===== src/rtl/frost_share_arbiter.sv =====
// frost_share_arbiter
// Shares one scalar bus among four FROST nodes during DKG share
// distribution. Sources are granted round-robin, each granted share is held
// on the bus until its destination accepts it, and every delivered
// (src,dst) pair is recorded in a 16-bit matrix. The block reports DONE once
// all sixteen pairs are delivered, or ERR when no share completes within
// TIMEOUT cycles.
module frost_share_arbiter #(
  parameter int NUM_NODES   = 4,     // only 4 supported (2-bit node index)
  parameter int SCALAR_BITS = 252,
  parameter int TIMEOUT     = 1024   // must be < 2^16
) (
  input  logic                             clk,
  input  logic                             rst_n,
  input  logic                             start,
  input  logic [NUM_NODES-1:0]             req,
  input  logic [2*NUM_NODES-1:0]           req_dst,
  input  logic [NUM_NODES*SCALAR_BITS-1:0] req_data,
  input  logic [NUM_NODES-1:0]             rx_ready,
  output logic [NUM_NODES-1:0]             grant,
  output logic                             bus_valid,
  output logic [1:0]                       bus_src,
  output logic [1:0]                       bus_dst,
  output logic [SCALAR_BITS-1:0]           bus_data,
  output logic [NUM_NODES*NUM_NODES-1:0]   delivered_mask,
  output logic                             all_delivered,
  output logic                             timeout_err,
  output logic                             busy
);

  localparam int          MASK_W     = NUM_NODES * NUM_NODES;
  localparam logic [15:0] TIMER_LAST = 16'(TIMEOUT - 1);

  typedef enum logic [2:0] {
    ST_IDLE,
    ST_ARB,
    ST_XFER,
    ST_DONE,
    ST_ERR
  } state_t;

  // Registered state and outputs
  state_t                   r_state;
  logic [1:0]               r_rr_ptr;
  logic [15:0]              r_timer;
  logic [NUM_NODES-1:0]     r_grant;
  logic                     r_bus_valid;
  logic [1:0]               r_bus_src;
  logic [1:0]               r_bus_dst;
  logic [SCALAR_BITS-1:0]   r_bus_data;
  logic [MASK_W-1:0]        r_mask;
  logic                     r_all_delivered;
  logic                     r_timeout_err;
  logic                     r_busy;

  // Next-state values
  state_t                   w_state_nxt;
  logic [1:0]               w_rr_nxt;
  logic [15:0]              w_timer_nxt;
  logic [NUM_NODES-1:0]     w_grant_nxt;
  logic                     w_valid_nxt;
  logic [1:0]               w_src_nxt;
  logic [1:0]               w_dst_nxt;
  logic [SCALAR_BITS-1:0]   w_data_nxt;
  logic [MASK_W-1:0]        w_mask_nxt;

  // Arbitration helpers
  logic [NUM_NODES-1:0]     w_elig;
  logic                     w_pick_found;
  logic [1:0]               w_pick_idx;
  logic [1:0]               w_pick_dst;
  logic [SCALAR_BITS-1:0]   w_pick_data;
  logic                     w_timeout;
  logic                     w_xfer_done;

  // First eligible source scanning ptr, ptr+1, ... (mod 4). Returns
  // {found, index}; scanning from the far end lets the nearest hit win.
  function automatic logic [2:0] f_rr_pick(input logic [3:0] elig,
                                           input logic [1:0] ptr);
    logic [1:0] idx;
    f_rr_pick = 3'b000;
    for (int i = 3; i >= 0; i--) begin
      idx = ptr + 2'(i);
      if (elig[idx]) f_rr_pick = {1'b1, idx};
    end
  endfunction

  // A source is eligible only if its requested pair is not yet delivered
  always_comb begin
    // NOTE: every variable written here gets a default first, so no path
    // leaves it unassigned and no latch is inferred.
    w_elig = '0;
    for (int s = 0; s < NUM_NODES; s++) begin
      w_elig[s] = req[s] && !r_mask[{req_dst[2*s +: 2], 2'(s)}];
    end
  end

  // Round-robin pick plus mux of the picked source's destination and share
  always_comb begin
    {w_pick_found, w_pick_idx} = f_rr_pick(w_elig, r_rr_ptr);
    w_pick_dst  = '0;
    w_pick_data = '0;
    for (int s = 0; s < NUM_NODES; s++) begin
      if (w_pick_idx == 2'(s)) begin
        w_pick_dst  = req_dst[2*s +: 2];
        w_pick_data = req_data[s*SCALAR_BITS +: SCALAR_BITS];
      end
    end
  end

  assign w_timeout   = (r_timer == TIMER_LAST);
  assign w_xfer_done = rx_ready[r_bus_dst];

  // Next-state and next-output decode
  always_comb begin
    w_state_nxt = r_state;
    w_rr_nxt    = r_rr_ptr;
    w_timer_nxt = r_timer;
    w_grant_nxt = '0;            // grant is a single-cycle pulse
    w_valid_nxt = r_bus_valid;
    w_src_nxt   = r_bus_src;
    w_dst_nxt   = r_bus_dst;
    w_data_nxt  = r_bus_data;    // bus_data keeps its last value when idle
    w_mask_nxt  = r_mask;

    unique case (r_state)
      ST_IDLE, ST_DONE, ST_ERR: begin
        if (start) begin
          w_state_nxt = ST_ARB;
          w_mask_nxt  = '0;
          w_timer_nxt = '0;
          w_rr_nxt    = '0;
          w_valid_nxt = 1'b0;
        end
      end

      ST_ARB: begin
        w_timer_nxt = r_timer + 16'd1;
        if (w_timeout) begin
          // A pick on the timeout cycle is dropped; ERR wins in ARB.
          w_state_nxt = ST_ERR;
          w_valid_nxt = 1'b0;
        end else if (w_pick_found) begin
          w_state_nxt             = ST_XFER;
          w_grant_nxt[w_pick_idx] = 1'b1;
          w_valid_nxt             = 1'b1;
          w_src_nxt               = w_pick_idx;
          w_dst_nxt               = w_pick_dst;
          w_data_nxt              = w_pick_data;
        end
      end

      ST_XFER: begin
        if (w_xfer_done) begin
          // Completion takes priority over a coincident timeout.
          w_mask_nxt  = r_mask | (MASK_W'(1) << {r_bus_dst, r_bus_src});
          w_valid_nxt = 1'b0;
          w_rr_nxt    = r_bus_src + 2'd1;
          w_timer_nxt = '0;
          w_state_nxt = (w_mask_nxt == '1) ? ST_DONE : ST_ARB;
        end else if (w_timeout) begin
          w_state_nxt = ST_ERR;
          w_valid_nxt = 1'b0;
        end else begin
          w_timer_nxt = r_timer + 16'd1;
        end
      end

      default: w_state_nxt = ST_IDLE;
    endcase
  end

  // State register: all FSM state and every output is registered here
  always_ff @(posedge clk or negedge rst_n) begin
    if (!rst_n) begin
      r_state         <= ST_IDLE;
      r_rr_ptr        <= '0;
      r_timer         <= '0;
      r_grant         <= '0;
      r_bus_valid     <= 1'b0;
      r_bus_src       <= '0;
      r_bus_dst       <= '0;
      // NOTE: the wide share register is reset too, because bus_data must
      // read zero out of reset and no stale share may survive an abort.
      r_bus_data      <= '0;
      r_mask          <= '0;
      r_all_delivered <= 1'b0;
      r_timeout_err   <= 1'b0;
      r_busy          <= 1'b0;
    end else begin
      // NOTE: non-blocking assignments so every register samples the
      // pre-edge values regardless of statement order.
      r_state         <= w_state_nxt;
      r_rr_ptr        <= w_rr_nxt;
      r_timer         <= w_timer_nxt;
      r_grant         <= w_grant_nxt;
      r_bus_valid     <= w_valid_nxt;
      r_bus_src       <= w_src_nxt;
      r_bus_dst       <= w_dst_nxt;
      r_bus_data      <= w_data_nxt;
      r_mask          <= w_mask_nxt;
      r_all_delivered <= (w_state_nxt == ST_DONE);
      r_timeout_err   <= (w_state_nxt == ST_ERR);
      r_busy          <= (w_state_nxt == ST_ARB) || (w_state_nxt == ST_XFER);
    end
  end

  assign grant          = r_grant;
  assign bus_valid      = r_bus_valid;
  assign bus_src        = r_bus_src;
  assign bus_dst        = r_bus_dst;
  assign bus_data       = r_bus_data;
  assign delivered_mask = r_mask;
  assign all_delivered  = r_all_delivered;
  assign timeout_err    = r_timeout_err;
  assign busy           = r_busy;

endmodule


===== config.mk =====
export PLATFORM = sky130hd
export DESIGN_NAME = frost_share_arbiter
export DESIGN_NICKNAME = d
export VERILOG_FILES = /design/src/rtl/frost_share_arbiter.sv
export SDC_FILE = /design/constraint.sdc
export NUM_CORES = 1
export LEC_CHECK = 0
export ABC_AREA = 0
export BUFFER_PORTS_ARGS = -buffer_cell sky130_fd_sc_hd__buf_4
export CORE_AREA = 2 2 513 515
export CTS_CLUSTER_DIAMETER = 150
export DETAILED_ROUTE_END_ITERATION = 8
export DIE_AREA = 0 0 515 517
export GPL_TIMING_DRIVEN = 0
export SKIP_LAST_GASP = 1
export SYNTH_ARGS = -nofsm -noshare
export SYNTH_HDL_FRONTEND = slang
export SYNTH_SLANG_ARGS = --single-unit

===== constraint.sdc =====
create_clock -name clk -period 3.2 [get_ports clk]
set_clock_uncertainty 0.15 [all_clocks]
set_input_delay 0.64 -clock clk [delete_from_list [all_inputs] [get_ports clk]]
set_output_delay 0.64 -clock clk [all_outputs]
set_load 0.01 [all_outputs]

==> results.sh <==
export IMPL_drive_gt1_share_pct=54.42
export IMPL_grt_pass1_vias=23670
export IMPL_drc=0
export IMPL_layout_common_cells="buf_4 (1,386), mux2i_1 (376), dfrtp_1 (290), a21o_1 (210), o22ai_1 (177)"
export IMPL_grt_max_degree=98
export IMPL_die_h_um=517
export IMPL_cts_buffers=50
export IMPL_syn_nets=2762
export IMPL_mappedNetlistArea_um2=18480
export IMPL_cp_max_fo=10
export IMPL_fmax_mhz=306.8
export IMPL_slew_viol_final=0
export IMPL_clk_pin_slew_ns=0.06
export IMPL_violations="negative setup slack"
export IMPL_sw_frac_of_total_pct=46.16
export IMPL_overflow=0
export IMPL_final_period_utilization_pct=101.9
export IMPL_hp_class="input pin to flip-flop"
export IMPL_vias=23995
export IMPL_h_tree_depth=2
export IMPL_die_w_um=515
export IMPL_p_int_w=0.01973
export IMPL_async_reset_ff_share_pct=100.0
export IMPL_vias_per_cell=3.540
export IMPL_crit_path_end_kind="flip-flop"
export IMPL_antenna_found_initial=323
export IMPL_drtPass1Iterations=5
export IMPL_max_slew_margin_rel_pct=36.70
export IMPL_synth_edff_count=0
export IMPL_fin_cells=6778
export IMPL_ios=1307
export IMPL_postSynthCellCount=1730
export IMPL_core_area_um2=261100
export IMPL_dpl_cell_count=6463
export IMPL_critical_path_class="flip-flop to flip-flop"
export IMPL_cts_root_buf="clkbuf_16"
export IMPL_cts_sinks=301
export IMPL_dpl_cell_area_um2=32720
export IMPL_powerDensity_nw_per_um2=970.3
export IMPL_cp_required_ns=3.64
export IMPL_routedWlPerCell_um=37.94
export IMPL_initialDrtViolationCount=2161
export IMPL_status="complete, but fails checks"
export IMPL_hold_violations=0
export IMPL_cts_tree="yes"
export IMPL_nets=4243
export IMPL_cap_violations=0
export IMPL_start_util_pct=7.077
export IMPL_gp_congestion=1.061
export IMPL_portBuffers=1306
export IMPL_arrival_ns=3.70
export IMPL_ant_nets=0
export IMPL_grt_usage_pct=18.36
export IMPL_finalSetupViolations=8
export IMPL_clock_path_buffers=3
export IMPL_fin_area_um2=37760
export IMPL_drt_wl_total_um=257100
export IMPL_grt_pass1_wl_um=302700
export IMPL_ys_types=57
export IMPL_yosys_register_bits=301
export IMPL_startpoint_type="flip-flop"
export IMPL_clkLatencyLatePin_ns=0.67
export IMPL_setup_ws_ns=-0.05943
export IMPL_synth_area_top_cells="dfrtp_1 (41%), mux2i_1 (25%), a21o_1 (8.5%)"
export IMPL_min_period_ns=3.259
export IMPL_final_util_pct=14.46
export IMPL_avgSynthCellArea_um2=10.68
export IMPL_tightestPinTransition_ns=0.9423
export IMPL_leakage_nw=18.60
export IMPL_synth_top_cell_area_share_pct=40.76
export IMPL_die_area_um2=266300
export IMPL_p_seq_share_pct=18.6
export IMPL_rows=188
export IMPL_p_clk_share_pct=15.7
export IMPL_mostFrequentLayoutCell="buf_4"
export IMPL_area_growth_pct=104.4
export IMPL_rsz0062_at_grt="yes"
export IMPL_yosysSeqAreaShare_pct=40.76
export IMPL_ir_drop_uv=464.1
export IMPL_p_sw_w=0.01692
export IMPL_synth_ff_type="dfrtp_1"
export IMPL_yosys_area_top_type="dfrtp_1"
export IMPL_comb_power_share_pct=65.7
export IMPL_post_dp_hpwl_um=225500
export IMPL_ys_warnings_count=0
[final cells by class]
type	instances	area (um2)
clock buffers	66	1363
flip-flops and latches	301	7546
inverters	5	18.77
repair buffers	1433	11350
well taps	3420	4279
clock inverters	22	254.0
fillers	29635	223300
multi-input cells	1263	11090
diodes	111	277.8
plain buffers	157	1585
[per-layer routing]
metal / vias to the layer above / global-route usage, % / part of all wire [%] / wire, um
met5: - / 0 / 0.67 / 1723
met4: 252 / 8.656 / 5.2 / 13310
met3: 685 / 11.90 / 15 / 39070
met2: 1759 / 27.96 / 43 / 110700
met1: 11537 / 19.68 / 36 / 92320
li1: 9762 / - / - / -
[path summary, 6_finish.rpt]
check                             startpoint       endpoint  slack (ns)  cells after the start
setup / recovery           delivered_mask[8]  bus_data[168]       -0.06                     10
hold / removal                 req_data[540]   bus_data[36]        0.08                      3
setup reg to reg           delivered_mask[8]  bus_data[168]       -0.06                     10
hold reg to reg                 bus_data[43]   bus_data[43]        0.33                      1
max in group asynchronous              rst_n   bus_data[59]        1.03                      4
min in group asynchronous              rst_n  bus_data[116]        0.32                      2
[logic make-up after synthesis]
group,after synthesis,share of synthesized area [%]
AO/OA/AOI/OAI,581,21.76
multiplexers,475,26.08
flip-flops,301,40.76
AND/OR/NAND/NOR,187,5.187
buffers and inverters,166,5.160
XOR/XNOR,15,0.7110
adder cells (fa/ha/maj),5,0.3386
[sequential cells by signal, summed over array words and instances (netlist names), 2 cells and up]
signal / flops
r_rr_ptr: 2
grant: 4
delivered_mask: 16
r_state: 3
bus_dst: 2
bus_src: 2
bus_data: 252
r_timer: 16
[synthesized netlist by cell type (all sizes together), types with 3 or more instances]
cell type / n
nor2: 41
dfrtp: 301
a32o: 3
a21oi: 8
ha: 5
a2bb2oi: 3
o22ai: 211
a31oi: 54
a32oi: 3
a21o: 210
nor2b: 7
or3: 3
a22oi: 3
o211ai: 46
nand2b: 7
xor2: 15
mux2i: 468
clkbuf: 31
inv: 5
o21ai: 22
nand3: 6
o2111ai: 8
and2: 46
and3: 9
mux4: 5
nand4: 3
a41oi: 4
nor3: 5
nand2: 54
buf: 130
[per-stage QoR]
step | hold slack [ns] | worst slack [ns] | TNS [ns] | total power [W]
after global routing | 0.03624 | -0.08888 | -2.695 | 0.03823
after CTS | 0.0009459 | -0.09208 | -1.529 | 0.03620
after global placement | 0.3105 | -2.395 | -967.53 | 0.02713
after floorplan | 0.1944 | 0.3831 | 0 | 0.01660
final | 0.07633 | -0.05943 | -0.2061 | 0.03664
after detailed placement | 0.3167 | -1.677 | -304.16 | 0.02743
[worst max-delay path, cell delays in order, from the launching register on]
cell	delay [ns]
dfrtp_2	0.44
mux4_2	0.57
nand2b_4	0.20
o22ai_2	0.15
o22a_1	0.17
buf_6	0.15
buf_12	0.18
buf_4	0.34
mux2i_2	0.47
o22ai_1	0.14
a21o_1	0.17
[power by group through the flow]
stage / clock [W] / sequential [W] / combinational, W
finish: 0.00574 / 0.00682 / 0.0241
global route: 0.00604 / 0.00698 / 0.0252
CTS: 0.00597 / 0.00680 / 0.0234
detailed placement: 0 / 0.00685 / 0.0206
global placement: 0 / 0.00682 / 0.0203
floorplan: 0 / 0.00729 / 0.00931
[timing repair]
| item | CTS | global route |
|---|---|---|
| endpoints found under the hold margin | 77 | 0 |
| pin swaps | 6 | 20 |
| gates cloned | 6 | 5 |
| setup endpoints to repair | 263 | 252 |
| resized for setup | 328 | 98 |
| setup buffers | 29 | 27 |
| hold buffers | 54 | 0 |
Note: power is estimated with default switching activity, not from simulation.
